$ cat config.mk
export PLATFORM = sky130hd
export DESIGN_NAME = grid_vga_renderer
export DESIGN_NICKNAME = d
export VERILOG_FILES = /design/src/rtl/grid_vga_renderer.sv
export SDC_FILE = /design/constraint.sdc
export NUM_CORES = 1
export LEC_CHECK = 0
export CORE_AREA = 2 2 201 144
export CTS_CLUSTER_DIAMETER = 30
export DETAILED_ROUTE_END_ITERATION = 12
export DIE_AREA = 0 0 203 146
export PLACE_DENSITY_LB_ADDON = 0.12
export SLEW_MARGIN = 20
export SYNTH_ARGS = -nofsm -noshare
export SYNTH_HDL_FRONTEND = slang
export SYNTH_SLANG_ARGS = --single-unit
$ cat constraint.sdc
create_clock -name clk -period 3.5 [get_ports clk]
set_input_delay 0.7 -clock clk [delete_from_list [all_inputs] [get_ports clk]]
set_output_delay 0.7 -clock clk [all_outputs]
set_load 0.02 [all_outputs]
$ cat src/rtl/grid_vga_renderer.sv
// grid_vga_renderer: 640x480@60 VGA scan-out of the 16x16 Tetris board.
// The grid is latched once per frame and drawn from 25 MHz pixel ticks.
module grid_vga_renderer #(
    parameter int          CELL_PX      = 24,
    parameter int          BOARD_X0     = 128,
    parameter int          BOARD_Y0     = 48,
    parameter int          BORDER_PX    = 4,
    parameter logic [11:0] FILL_COLOR   = 12'hF80,
    parameter logic [11:0] EMPTY_COLOR  = 12'h000,
    parameter logic [11:0] BORDER_COLOR = 12'h888,
    parameter logic [11:0] BG_COLOR     = 12'h008,
    parameter int          H_VISIBLE    = 640,
    parameter int          H_FRONT      = 16,
    parameter int          H_SYNC       = 96,
    parameter int          H_BACK       = 48,
    parameter int          V_VISIBLE    = 480,
    parameter int          V_FRONT      = 10,
    parameter int          V_SYNC       = 2,
    parameter int          V_BACK       = 33
) (
    input  logic         clk,
    input  logic         reset,
    input  logic [255:0] grid_in,
    output logic         hSync,
    output logic         vSync,
    output logic [3:0]   VGA_R,
    output logic [3:0]   VGA_G,
    output logic [3:0]   VGA_B,
    output logic         frame_start
);

    localparam int         H_TOTAL  = H_VISIBLE + H_FRONT + H_SYNC + H_BACK;
    localparam int         V_TOTAL  = V_VISIBLE + V_FRONT + V_SYNC + V_BACK;
    localparam int         BOARD_PX = 16 * CELL_PX;
    localparam logic [9:0] H_LAST   = 10'(H_TOTAL - 1);
    localparam logic [9:0] V_LAST   = 10'(V_TOTAL - 1);
    localparam logic [9:0] X_START  = 10'(BOARD_X0);
    localparam logic [9:0] Y_START  = 10'(BOARD_Y0);
    localparam logic [9:0] V_SNAP   = 10'(V_VISIBLE);
    localparam logic [9:0] SUB_LAST = 10'(CELL_PX - 1);

    logic [1:0]   div;
    logic         tick;
    logic [9:0]   hcount;
    logic [9:0]   vcount;
    logic [9:0]   h_next;
    logic [9:0]   v_next;
    logic         h_wrap;
    logic         v_wrap;
    logic [9:0]   hsub;
    logic [9:0]   vsub;
    logic [3:0]   hcell;
    logic [3:0]   vcell;
    logic [255:0] snap;
    logic         in_x;
    logic         in_y;
    logic         near_x;
    logic         near_y;
    logic         vis;
    logic         h_sync_on;
    logic         v_sync_on;
    logic [11:0]  color;

    assign tick   = (div == 2'd3);
    assign h_wrap = (hcount == H_LAST);
    assign v_wrap = (vcount == V_LAST);
    assign h_next = h_wrap ? 10'd0 : hcount + 10'd1;
    assign v_next = v_wrap ? 10'd0 : vcount + 10'd1;

    assign in_x   = int'(hcount) >= BOARD_X0 &&
                    int'(hcount) <  BOARD_X0 + BOARD_PX;
    assign in_y   = int'(vcount) >= BOARD_Y0 &&
                    int'(vcount) <  BOARD_Y0 + BOARD_PX;
    assign near_x = int'(hcount) >= BOARD_X0 - BORDER_PX &&
                    int'(hcount) <  BOARD_X0 + BOARD_PX + BORDER_PX;
    assign near_y = int'(vcount) >= BOARD_Y0 - BORDER_PX &&
                    int'(vcount) <  BOARD_Y0 + BOARD_PX + BORDER_PX;
    assign vis    = int'(hcount) < H_VISIBLE && int'(vcount) < V_VISIBLE;

    assign h_sync_on = int'(hcount) >= H_VISIBLE + H_FRONT &&
                       int'(hcount) <  H_VISIBLE + H_FRONT + H_SYNC;
    assign v_sync_on = int'(vcount) >= V_VISIBLE + V_FRONT &&
                       int'(vcount) <  V_VISIBLE + V_FRONT + V_SYNC;

    // Pick the colour of the pixel the counters currently point at.
    always_comb begin
        color = BG_COLOR;
        if (in_x && in_y) begin
            color = snap[{hcell, vcell}] ? FILL_COLOR : EMPTY_COLOR;
        end else if (near_x && near_y) begin
            color = BORDER_COLOR;
        end
    end

    // Pixel divider, raster counters and the per-cell sub-counters.
    always_ff @(posedge clk) begin
        if (reset) begin
            div    <= 2'd0;
            hcount <= 10'd0;
            vcount <= 10'd0;
            hsub   <= 10'd0;
            vsub   <= 10'd0;
            hcell  <= 4'd0;
            vcell  <= 4'd0;
        end else begin
            div <= div + 2'd1;
            if (tick) begin
                hcount <= h_next;
                if (h_next == X_START) begin
                    hsub  <= 10'd0;
                    hcell <= 4'd0;
                end else if (in_x) begin
                    if (hsub == SUB_LAST) begin
                        hsub  <= 10'd0;
                        hcell <= hcell + 4'd1;
                    end else begin
                        hsub <= hsub + 10'd1;
                    end
                end
                if (h_wrap) begin
                    vcount <= v_next;
                    if (v_next == Y_START) begin
                        vsub  <= 10'd0;
                        vcell <= 4'd0;
                    end else if (in_y) begin
                        if (vsub == SUB_LAST) begin
                            vsub  <= 10'd0;
                            vcell <= vcell + 4'd1;
                        end else begin
                            vsub <= vsub + 10'd1;
                        end
                    end
                end
            end
        end
    end

    // Registered sync/RGB for the current pixel and the frame snapshot.
    always_ff @(posedge clk) begin
        if (reset) begin
            hSync       <= 1'b1;
            vSync       <= 1'b1;
            VGA_R       <= 4'd0;
            VGA_G       <= 4'd0;
            VGA_B       <= 4'd0;
            frame_start <= 1'b0;
            snap        <= '0;
        end else begin
            frame_start <= 1'b0;
            if (tick) begin
                hSync <= ~h_sync_on;
                vSync <= ~v_sync_on;
                {VGA_R, VGA_G, VGA_B} <= vis ? color : 12'h000;
                if (hcount == 10'd0 && vcount == V_SNAP) begin
                    snap        <= grid_in;
                    frame_start <= 1'b1;
                end
            end
        end
    end

endmodule

# After elaboration in Yosys (flattened, before gate mapping)
# Index checks and enable logic that the tools add are counted.
# word_totals
regBits,321
out_inout_bits,15
# op_classes
n_mux,21
add_sub_neg,7
n_lt_le_gt_ge,15
n_eq_ne,8
reduce_logical,22
n_bitwise,3
# ops
operator,count
$mux 10,8
$mux 12,4
$add 10x1->10 const B,4
$lt 10x10->1 const B,4
$lt 10x9->1 const B,4
$mux 4,6
$eq 10x10->1 const B,2
$eq 10x5->1 const B,2
$ge 10x6->1 const B,2
$eq 10x6->1 const B,1
$eq 10x8->1 const B,1
$eq 10x9->1 const B,1
$ge 10x10->1 const B,1
$ge 10x7->1 const B,1
$ge 10x8->1 const B,1
$ge 10x9->1 const B,1
$logic_and 1x1->1,10
$logic_not 10->1,1
$lt 8x9->1 const B,1
$add 4x1->4 const B,2
$bmux 1 s8,1
$reduce_bool 2->1,4
$reduce_and 2->1,3
$reduce_and 3->1,2
6 further kinds,9

# Longest topological paths before layout
# depth
depth_word,6
depth_mapped,11

# Least setup slack after synthesis
# No wires, ideal clock.
# synth_path
kind,reg-to-reg
start,reg vcell[0]
end,reg VGA_R[3]
t_required_ps,3385
setup_ps,115
arrival_time_ps,2367
path_slack_ps,1018
path_stages_with_launch,9
n_path_buf,2
path_cell_list,dfxtp_1 -> buf_6 -> buf_4 -> mux4_2 -> mux4_2 -> nor2b_1 -> o41ai_2 -> o311ai_1 -> o21a_1
# synth_via
elab_chain_len,5
# synth_rtl
item,line,source
from (decl),53,logic [3:0] vcell;
from (signal assigned),128,vcell <= vcell + 4'd1;
$bmux 1 s8,89,"color = snap[{hcell, vcell}] ? FILL_COLOR : EMPTY_COLOR;"
$mux 1 (not written as such),89,
$mux 12,89,
$mux 12,88,if (in_x && in_y) begin
$mux 12,153,"{VGA_R, VGA_G, VGA_B} <= vis ? color : 12'h000;"
to (signal assigned),153,
to (decl),26,"output logic [3:0] VGA_R,"
# No other way between the ends. The select of a mux whose other input is x is not followed.
# A chain may end at the register's enable or synchronous reset.

# Final worst setup path
# layout_path
start,reg vcell[0]
end,reg VGA_R[2]
# Same word-level chain as after synthesis.

==> results.cfg <==
[cells_and_area]
fin_nets = 2190
drive_gt1_frac = 0.0923
syn_to_final_growth_pct = 31.1
final_common_cell = nand2_1
mostFrequentLayoutCells = 555 x nand2_1, 310 x dfxtp_1, 292 x a21oi_1, 265 x clkdlybuf4s50_1, 51 x mux4_2
utilization = 0.680

[setup_path]
crit_chain = buf_4, mux4_2, and2_0, o311ai_0, a31oi_1, o41ai_2, o311ai_1, and3_1
rrSetupSlack_ns = 0.34
worstPathMaxFanout = 35
r2r-end = VGA_R[2]$_SDFFE_PP0N_
end_kind = flop
criticalPathCategory = flop to flop
start_kind = flop
worstPathArrival_ns = 3.60
crit-reg2reg-launch = vcell[0]$_SDFFE_PP0P_
r2r_cells = 8
cp.required_ns = 3.95
worst_path_max_delay_cell = dfxtp_4
crit_path_max_incr_delay_ns = 0.82

[floorplanning]
row_count = 51
start_util = 0.519
ios = 273
die_width_um = 203
core_area_um2 = 27500
dieArea_um2 = 29600
die_h_um = 146

[sta]
timing.fmax_mhz = 317
finalCritPeriodShare = 0.902
setup_tns_ns = 0
slew_violations = 0
grt_setup_unrepaired = no
tightestPinTransition_ns = 1.33
post-route-min-period_ns = 3.16
skew_ns = 0.0247
slew_headroom = 0.112
setup_viol = 0
hold_viol_final = 0

[synth]
synth_area_leaders = dfxtp_1 44%, nand2_1 15%, a21oi_1 10%
syn_avg_cell_area_um2 = 8.29
async_flop_share = 0
synth_top_area_frac = 0.438
syn_area_um2 = 14300
yosysTopAreaCell = dfxtp_1
synth_cells = 1721
synth_edf_count = 0
synth.ff_latch_count = 312
synth-seq-area-share = 0.438
yosysUniqueCellTypes = 71
yosys_warnings = 0
synthFlopType = dfxtp_1

[power_and_ir_drop]
switching_share = 0.213
vdd_drop_max_v = 0.000319
p_leak_nw = 6.18
powerDensity_nw_per_um2 = 473
sequentialPowerShare = 0.403
p_sw_mw = 1.89
pwr-share-clk = 0.552
combinationalPowerShare = 0.045
power.internal_mw = 6.95

[min_path]
hp-start = div[0]$_SDFF_PP0_
hold_class = flop to flop
hold_end = div[0]$_SDFF_PP0_
hold_depth = 1

[clock_network]
cts.htree.levels = 2
cts_setup_buffers = 0
cts_made_buffers = 47
cts_hold_buf = 0
cts.sinks = 312
cts_tree = built
clk_latency_ns = 0.56
post_cts_resized = 0
cts-root-buf = clkbuf_16
clk_path_buf_depth = 3
path_clk_slew_ns = 0.05

[global_route]
antenna_found_initial = 0
grt_pass1_vias = 12459
grt_max_degree = 257
grt_util_all_layers = 0.277
gr-total-overflow = 0
grt_pass1_wl_mm = 66.5

[place]
gp_congestion = 0.926
port_buffers = 266
dp_hpwl_mm = 28.7

[routing]
route.met3.wl_mm = 3.21
drc = 0
firstDrtPassIters = 5
wl_per_cell_um = 18.0
drt-total-wl_mm = 42.0
via_count = 13061
top_layer = met4
route.met2.wl_mm = 18.6
m1WireLength_mm = 19.6
via_per_inst = 5.60
ant_nets = 0
drtIter0Drc = 1301

[outcome]
outcome = finished clean

[job]
cap_violations = 0
-- cells by family after synthesis --
family | synth area share
simple gates | 0.212
mux | 0.115
other cells | 0.000263
compound gates | 0.159
xor+xnor | 0.0135
flops | 0.438
buf+inv | 0.0550
fa+ha+maj | 0.00789
-- layer usage --
layer	up-vias	track usage
li1	6351	-
met3	46	0.0495
met4	0	0.0701
met5	-	0
met2	467	0.417
met1	6197	0.411
-- Yosys cell counts, types with 16 or more instances --
cell and count:
nand2_1 555, nand3_1 22, clkbuf_1 85, mux2i_1 39
buf_2 42, nor2_1 43, dfxtp_1 312, a21oi_1 292
o21ai_0 23, inv_1 18, buf_4 16, mux4_2 51
-- worst max-delay path by stage --
| stage | startpoint | end | slack (ns) |
|---|---|---|---|
| finish | vcell[0]$_SDFFE_PP0P_ | VGA_R[2]$_SDFFE_PP0N_ | 0.34 |
| global route | vcell[0]$_SDFFE_PP0P_ | VGA_R[2]$_SDFFE_PP0N_ | 0.14 |
| CTS | vcell[0]$_SDFFE_PP0P_ | VGA_R[2]$_SDFFE_PP0N_ | 0.33 |
| detailed placement | vcell[0]$_SDFFE_PP0P_ | VGA_R[2]$_SDFFE_PP0N_ | 0.34 |
| global placement | vcell[0]$_SDFFE_PP0P_ | VGA_R[2]$_SDFFE_PP0N_ | 0.39 |
| floorplan | vcell[0]$_SDFFE_PP0P_ | VGA_R[3]$_SDFFE_PP0N_ | 1.02 |
-- power by group through the flow --
stage	registers [mW]	clock network (mW)	logic, mW
after floorplan	3.64	0	0.0791
after global placement	3.63	0	0.396
after detailed placement	3.63	0	0.398
after CTS	3.56	4.93	0.401
after global routing	3.56	5.10	0.423
final	3.56	4.88	0.401
-- flip-flops by register name, summed over array words and instances, names as in the netlist --
name	count
vcell	4
frame_start	1
hcell	4
vSync	1
div	2
vsub	10
snap	256
hsub	10
hSync	1
hcount	10
vcount	10
VGA_B	1
VGA_R	2
-- final cells by class --
| class | instances | area [um^2] |
|---|---|---|
| Clock inverter | 28 | 345 |
| Multi-Input combinational cell | 1244 | 7270 |
| Timing Repair Buffer | 298 | 2980 |
| Inverter | 20 | 75.1 |
| Tap cell | 371 | 464 |
| Antenna cell | 1 | 2.50 |
| Fill cell | 2251 | 8800 |
| Sequential cell | 312 | 6250 |
| Clock buffer | 59 | 1310 |
-- stage by stage --
step / total power, mW / instances / setup slack, ns / hold slack [ns] / cell area (um^2)
6_report: 8.84 / 2333 / 0.345 / 0.433 / 18700
3_5_place_dp: 4.03 / 2245 / 0.345 / 0.420 / 17000
4_1_cts: 8.89 / 2332 / 0.327 / 0.438 / 18700
3_3_place_gp: 4.03 / 2245 / 0.390 / 0.408 / 17000
5_1_grt: 9.08 / 2332 / 0.141 / 0.466 / 18700
2_1_floorplan: 3.72 / 1726 / 1.02 / 0.399 / 14300
-- critical path, delay by kind of cell (launching register included) --
family / cells / cell delay, ns
AOI/OAI and AO/OA: 4 / 0.97
buffers and inverters: 1 / 0.36
DFF: 1 / 0.82
muxes: 1 / 0.51
and+or+nand+nor: 2 / 0.39
Power figures use the tool's default switching activity.
